--- src/rtl/clcd_refresh_ctrl.sv ---
// clcd_refresh_ctrl
//   Drives an HD44780-style 2x16 character LCD from a 32-byte shadow buffer.
//   After the power-up delay it runs the fixed init command sequence. From
//   then on, every change to the buffer causes one complete redraw of both
//   lines: cursor home for line 1, 16 data bytes, cursor home for line 2,
//   16 data bytes. All bus timing is counted in clk cycles.
//
// Ports
//   clk        system clock
//   RESET      synchronous reset, active high, overrides everything
//   wr_en      one-cycle write strobe into the shadow buffer
//   wr_addr    buffer index (0-15 line 1, 16-31 line 2)
//   wr_data    character code
//   busy       low only while the controller sits in IDLE
//   init_done  set when the init sequence completes, cleared only by RESET
//   CLCD_RS    register select (0 command, 1 data)
//   CLCD_RW    read/write, always write (0)
//   CLCD_E     enable strobe
//   CLCD_DQ    data bus
module clcd_refresh_ctrl #(
    parameter int T_PWRUP = 750000,
    parameter int T_SETUP = 3,
    parameter int T_EPW   = 12,
    parameter int T_CMD   = 2000,
    parameter int T_CLEAR = 82000
) (
    input  logic       clk,
    input  logic       RESET,
    input  logic       wr_en,
    input  logic [4:0] wr_addr,
    input  logic [7:0] wr_data,
    output logic       busy,
    output logic       init_done,
    output logic       CLCD_RS,
    output logic       CLCD_RW,
    output logic       CLCD_E,
    output logic [7:0] CLCD_DQ
);

    // One shared cycle counter covers every interval, so size it for the longest.
    localparam int CNT_MAX_A = (T_PWRUP > T_CLEAR) ? T_PWRUP : T_CLEAR;
    localparam int CNT_MAX_B = (T_CMD > T_EPW) ? T_CMD : T_EPW;
    localparam int CNT_MAX   = (CNT_MAX_A > CNT_MAX_B) ? CNT_MAX_A : CNT_MAX_B;
    localparam int CNT_W     = $clog2(CNT_MAX + 1);

    localparam logic [CNT_W-1:0] PWRUP_LAST = CNT_W'(T_PWRUP - 1);
    localparam logic [CNT_W-1:0] SETUP_LAST = CNT_W'(T_SETUP - 1);
    localparam logic [CNT_W-1:0] EPW_LAST   = CNT_W'(T_EPW - 1);
    localparam logic [CNT_W-1:0] CMD_LAST   = CNT_W'(T_CMD - 1);
    localparam logic [CNT_W-1:0] CLEAR_LAST = CNT_W'(T_CLEAR - 1);

    localparam logic [5:0] INIT_LAST_STEP    = 6'd5;
    localparam logic [5:0] REFRESH_LAST_STEP = 6'd33;

    typedef enum logic [1:0] {
        PWR_WAIT,
        INIT,
        IDLE,
        REFRESH
    } state_t;

    typedef enum logic [1:0] {
        PH_SETUP,
        PH_PULSE,
        PH_HOLD,
        PH_WAIT
    } phase_t;

    state_t           state_reg;
    phase_t           phase_reg;
    logic [CNT_W-1:0] cnt_reg;
    logic [5:0]       step_reg;
    logic             dirty_reg;
    logic             busy_reg;
    logic             init_done_reg;
    logic             e_reg;
    logic             rs_reg;
    logic [7:0]       dq_reg;

    logic [7:0]       char_buf_reg [32];

    logic [5:0]       step_next;
    logic [4:0]       ref_addr;
    logic             ref_rs;
    logic [7:0]       ref_dq;
    logic [CNT_W-1:0] wait_last;

    function automatic logic [7:0] init_byte(input logic [2:0] idx);
        logic [7:0] b;
        case (idx)
            3'd0, 3'd1, 3'd2: b = 8'h38;  // function set, repeated for a reliable wake-up
            3'd3:             b = 8'h0C;  // display on, cursor off
            3'd4:             b = 8'h01;  // clear display (long execution time)
            3'd5:             b = 8'h06;  // entry mode: increment, no shift
            default:          b = 8'h00;
        endcase
        return b;
    endfunction

    // Byte for the next refresh step. Steps: 0 = line-1 home, 1..16 = buffer
    // 0..15, 17 = line-2 home, 18..33 = buffer 16..31. The buffer is read here,
    // at the edge that starts the byte's SETUP, so late writes are still shown.
    always_comb begin
        step_next = step_reg + 6'd1;
        ref_addr  = 5'd0;
        ref_rs    = 1'b0;
        ref_dq    = 8'h80;
        if (step_next == 6'd17) begin
            ref_dq = 8'hC0;
        end else if (step_next >= 6'd1 && step_next <= 6'd16) begin
            ref_addr = 5'(step_next - 6'd1);
            ref_rs   = 1'b1;
            ref_dq   = char_buf_reg[ref_addr];
        end else if (step_next >= 6'd18) begin
            ref_addr = 5'(step_next - 6'd2);
            ref_rs   = 1'b1;
            ref_dq   = char_buf_reg[ref_addr];
        end
    end

    // Only the clear-display command needs the long post-strobe wait; a data
    // byte of 0x01 (RS = 1) is an ordinary write.
    always_comb begin
        wait_last = CMD_LAST;
        if (!rs_reg && dq_reg == 8'h01) begin
            wait_last = CLEAR_LAST;
        end
    end

    // Shadow buffer. Needs a reset value (spaces), so it is kept in flops.
    always_ff @(posedge clk) begin
        if (RESET) begin
            for (int i = 0; i < 32; i++) begin
                char_buf_reg[i] <= 8'h20;
            end
        end else if (wr_en) begin
            char_buf_reg[wr_addr] <= wr_data;
        end
    end

    always_ff @(posedge clk) begin
        if (RESET) begin
            state_reg     <= PWR_WAIT;
            phase_reg     <= PH_SETUP;
            cnt_reg       <= '0;
            step_reg      <= 6'd0;
            dirty_reg     <= 1'b1;
            busy_reg      <= 1'b1;
            init_done_reg <= 1'b0;
            e_reg         <= 1'b0;
            rs_reg        <= 1'b0;
            dq_reg        <= 8'h00;
        end else begin
            case (state_reg)
                PWR_WAIT: begin
                    if (cnt_reg == PWRUP_LAST) begin
                        state_reg <= INIT;
                        phase_reg <= PH_SETUP;
                        cnt_reg   <= '0;
                        step_reg  <= 6'd0;
                        rs_reg    <= 1'b0;
                        dq_reg    <= init_byte(3'd0);
                    end else begin
                        cnt_reg <= cnt_reg + CNT_W'(1);
                    end
                end

                IDLE: begin
                    if (dirty_reg) begin
                        state_reg <= REFRESH;
                        busy_reg  <= 1'b1;
                        dirty_reg <= 1'b0;
                        phase_reg <= PH_SETUP;
                        cnt_reg   <= '0;
                        step_reg  <= 6'd0;
                        rs_reg    <= 1'b0;
                        dq_reg    <= 8'h80;
                    end
                end

                // INIT and REFRESH share the byte transaction engine.
                default: begin
                    case (phase_reg)
                        PH_SETUP: begin
                            if (cnt_reg == SETUP_LAST) begin
                                phase_reg <= PH_PULSE;
                                cnt_reg   <= '0;
                                e_reg     <= 1'b1;
                            end else begin
                                cnt_reg <= cnt_reg + CNT_W'(1);
                            end
                        end

                        PH_PULSE: begin
                            if (cnt_reg == EPW_LAST) begin
                                phase_reg <= PH_HOLD;
                                cnt_reg   <= '0;
                                e_reg     <= 1'b0;
                            end else begin
                                cnt_reg <= cnt_reg + CNT_W'(1);
                            end
                        end

                        PH_HOLD: begin
                            if (cnt_reg == SETUP_LAST) begin
                                phase_reg <= PH_WAIT;
                                cnt_reg   <= '0;
                            end else begin
                                cnt_reg <= cnt_reg + CNT_W'(1);
                            end
                        end

                        default: begin  // PH_WAIT
                            if (cnt_reg == wait_last) begin
                                cnt_reg   <= '0;
                                phase_reg <= PH_SETUP;
                                if (state_reg == INIT) begin
                                    if (step_reg == INIT_LAST_STEP) begin
                                        state_reg     <= IDLE;
                                        busy_reg      <= 1'b0;
                                        init_done_reg <= 1'b1;
                                    end else begin
                                        step_reg <= step_next;
                                        rs_reg   <= 1'b0;
                                        dq_reg   <= init_byte(step_next[2:0]);
                                    end
                                end else begin
                                    if (step_reg == REFRESH_LAST_STEP) begin
                                        state_reg <= IDLE;
                                        busy_reg  <= 1'b0;
                                    end else begin
                                        step_reg <= step_next;
                                        rs_reg   <= ref_rs;
                                        dq_reg   <= ref_dq;
                                    end
                                end
                            end else begin
                                cnt_reg <= cnt_reg + CNT_W'(1);
                            end
                        end
                    endcase
                end
            endcase

            // A write always re-arms the redraw, even on the cycle IDLE clears it.
            if (wr_en) begin
                dirty_reg <= 1'b1;
            end
        end
    end

    assign busy      = busy_reg;
    assign init_done = init_done_reg;
    assign CLCD_RS   = rs_reg;
    assign CLCD_RW   = 1'b0;
    assign CLCD_E    = e_reg;
    assign CLCD_DQ   = dq_reg;

endmodule

--- config.mk ---
export PLATFORM = sky130hd
export DESIGN_NAME = clcd_refresh_ctrl
export DESIGN_NICKNAME = d
export VERILOG_FILES = /design/src/rtl/clcd_refresh_ctrl.sv
export SDC_FILE = /design/constraint.sdc
export NUM_CORES = 1
export LEC_CHECK = 0
export ABC_CLOCK_PERIOD_IN_PS = 7300
export BUFFER_PORTS_ARGS = -buffer_cell sky130_fd_sc_hd__buf_2
export CORE_UTILIZATION = 65
export DETAILED_ROUTE_END_ITERATION = 8
export PLACE_DENSITY = 0.82
export SYNTH_ARGS = -nofsm -noshare
export SYNTH_HDL_FRONTEND = slang
export SYNTH_SLANG_ARGS = --single-unit
--- constraint.sdc ---
create_clock -name clk -period 7.3 [get_ports clk]
set_clock_uncertainty 0.2 [all_clocks]
set_input_delay 1.095 -clock clk [delete_from_list [all_inputs] [get_ports clk]]
set_output_delay 1.095 -clock clk [all_outputs]
set_load 0.1 [all_outputs]
==> results.cfg <==
[synth]
synthMuxAreaShare_pct = 21.4
synth_largest_area_cell = edfxtp_1
synth_top_family_by_area = multiplexers
synth_area_um2 = 16600
synth_nets = 1284
async_flop_share_pct = 0
postSynthAreaPerCell_um2 = 13.3
synth_compound_area_share_pct = 4.44
synth-simple-area-share_pct = 16.7
ys_seq_area_share_pct = 51.4
ys.flop_type = edfxtp_1
synth_area_leaders = edfxtp_1 (46%), mux4_2 (19%), and2_1 (8.7%)
ys_ff_latch = 299
synth-xor-area-share_pct = 1.81
synth-edff-count = 256
synthAdderAreaFrac_pct = 1.05
yosysTopAreaCellShare_pct = 46.3
ys_warn_count = 0
synthCells = 1254
yosysUniqueCellTypes = 72

[placement]
place_inst = 1540
io_buffers = 27
dp_hpwl_mm = 28.3
place.gp.congestion = 0.945

[timing]
setup_viol = 0
fmax_mhz = 217
grt_setup_unrepaired = no
maxSlewViolCount = 0
hold_viol = 0
tightest_slew_ps = 1360
fin_tns_setup_ps = 0
finalCritPeriodShare_pct = 63.2
slew_headroom_pct = 8.61
fin_crit_ps = 4610

[clocking]
cts_tree = done
cts_setup_buffers = 0
clk_latency_ps = 580
ctsResizeCount = 0
root_buffer = clkbuf_16
clock_path_buffers = 3
htree_num_levels = 1
cts.sinks = 299
clk_pin_slew_ps = 70
cts_buffers = 31
ctsHoldBuffers = 0

[detailed_routing]
post_drt_wl_per_cell_um = 26.5
drc_errors = 0
first_pass_iters = 6
wl_mm = 42.4
drt-initial-drc-count = 1696
ant_nets = 0
viasPerCell = 6.97
vias = 11100

[critical_path]
required_ps = 7540
cp-end-kind = register
worstPathArrival_ps = 4860
start_kind = register
cp_max_fo = 33
worstSetupPathType = register to register

[global_route]
antenna_found_initial = 0
grt_usage_pct = 33.3
grt_pass1_wl_mm = 64.9
grt_max_degree = 69
first_global_vias = 10600
overflow = 0

[power]
switchingPower_mw = 0.862
powerDensity_nw_per_um2 = 213
seqPwrFrac_pct = 51.6
power_leakage_nw = 6.28
p_int_mw = 2.98
p_sw_share_pct = 22.4
ir_worst_vdd_mv = 0.264
pwr-share-clk_pct = 42.7
pwr-share-comb_pct = 5.7

[run]
drv_cap = 0

[floorplan]
dieArea_um2 = 26200
coreArea_um2 = 25100
start_util_pct = 66.2
rows = 58
die_y_um = 162
io_pins = 29
die_w_um = 162

[cells_and_area]
syn_to_final_growth_pct = 8.33
num_antenna_cells = 0
layout-drive-gt1-share_pct = 21.2
final_cells = 1597
largest_reg_flops = 256
final_util_pct = 71.7
nets = 1273

[min_path]
hp-class = register to register

[status]
status = finished, final reports clean
==> synthesized netlist by cell type, types with 14 or more instances <==
cell,count
buf_2,24
xnor2_1,14
mux2i_1,33
clkbuf_1,59
dfxtp_1,43
o21ai_0,43
nor2_1,88
nand2_1,57
and2_1,231
ha_1,14
edfxtp_1,256
mux4_2,140
a21oi_1,21
or3_1,37
nand3_1,27
==> power groups by stage <==
stage	registers [mW]	clock network [mW]	logic, mW
floorplan	1.99	0	0.141
global placement	2.01	0	0.211
detailed placement	2.01	0	0.215
CTS	1.98	1.64	0.216
global route	1.99	1.71	0.228
finish	1.98	1.64	0.219
==> final timing paths <==
| check | startpoint | endpoint | slack (ps) | depth (start not counted) |
|---|---|---|---|---|
| min | CLCD_RS | CLCD_RS | 280 | 2 |
| max | step_reg[0] | CLCD_DQ[1] | 2690 | 12 |
| max reg2reg | step_reg[0] | CLCD_DQ[1] | 2690 | 12 |
| min reg2reg | CLCD_RS | CLCD_RS | 280 | 2 |
==> per-layer routing <==
metal / wire length (µm) / up-vias / GRT usage [%]
met3: 4990 / 100 / 5.82
met5: 0 / - / 0
li1: - / 4715 / -
met2: 20000 / 774 / 52.6
met4: 1370 / 0 / 10.2
met1: 16000 / 5542 / 47.9
==> cell families (layout without fill, tap and decap cells) <==
logic type	count (synthesis)	after routing
AND/OR/NAND/NOR	501	501
flip-flops	299	299
multiplexers	179	179
AO/OA/AOI/OAI	115	115
buffers and inverters	114	127
XOR/XNOR	31	31
adder cells (fa/ha/maj)	14	14
other	1	1
==> cells in the final DEF, fill, tap and decap left out, types with 6 or more instances in the layout <==
cell | synthesis | final
mux2i_1 | 33 | 33
edfxtp_1 | 256 | 256
clkinv_2 | 0 | 10
and3_1 | 10 | 10
buf_4 | 12 | 27
dfxtp_1 | 43 | 42
buf_2 | 24 | 27
nor3_1 | 10 | 10
a21oi_1 | 21 | 21
clkbuf_16 | 0 | 31
mux4_2 | 140 | 140
inv_1 | 12 | 12
xor2_1 | 13 | 13
ha_1 | 14 | 13
clkinv_1 | 2 | 6
nand4_1 | 10 | 10
nand2_1 | 57 | 57
or3_1 | 37 | 37
and2_1 | 231 | 231
a211oi_1 | 8 | 8
o21ai_0 | 43 | 43
nand3_1 | 27 | 27
xnor2_1 | 14 | 13
nor2_1 | 88 | 88
==> worst max-delay path: stages, from the launching register on <==
cell      delay [ps]
dfxtp_4          760
ha_1             390
xor2_1           360
inv_1            170
ha_1             230
xnor2_1          320
xor2_1          1010
nor2_1           240
a22oi_1          230
and3_1           170
o22ai_1           80
a211oi_2         190
o32ai_1          100
==> per-stage QoR <==
| step | cell area (µm²) | hold WS, ps | power (mW) | setup WS (ps) |
|---|---|---|---|---|
| final | 18000 | 275 | 3.84 | 2690 |
| after global routing | 18000 | 306 | 3.92 | 2280 |
| after CTS | 18000 | 278 | 3.83 | 2710 |
| after detailed placement | 17000 | 265 | 2.23 | 2740 |
| after global placement | 17000 | 252 | 2.22 | 2910 |
| after floorplan | 16600 | 273 | 2.13 | 2800 |
==> final cells by class <==
class                      count  area [µm²]
sequential                   299        8550
multi-input combinational    841        7570
fill                        1636        7110
clock buffer                  34         787
tap                          330         413
timing repair buffer          55         358
clock inverter                23         259
inverter                      15        58.8
(Power assumes the default switching activity.)
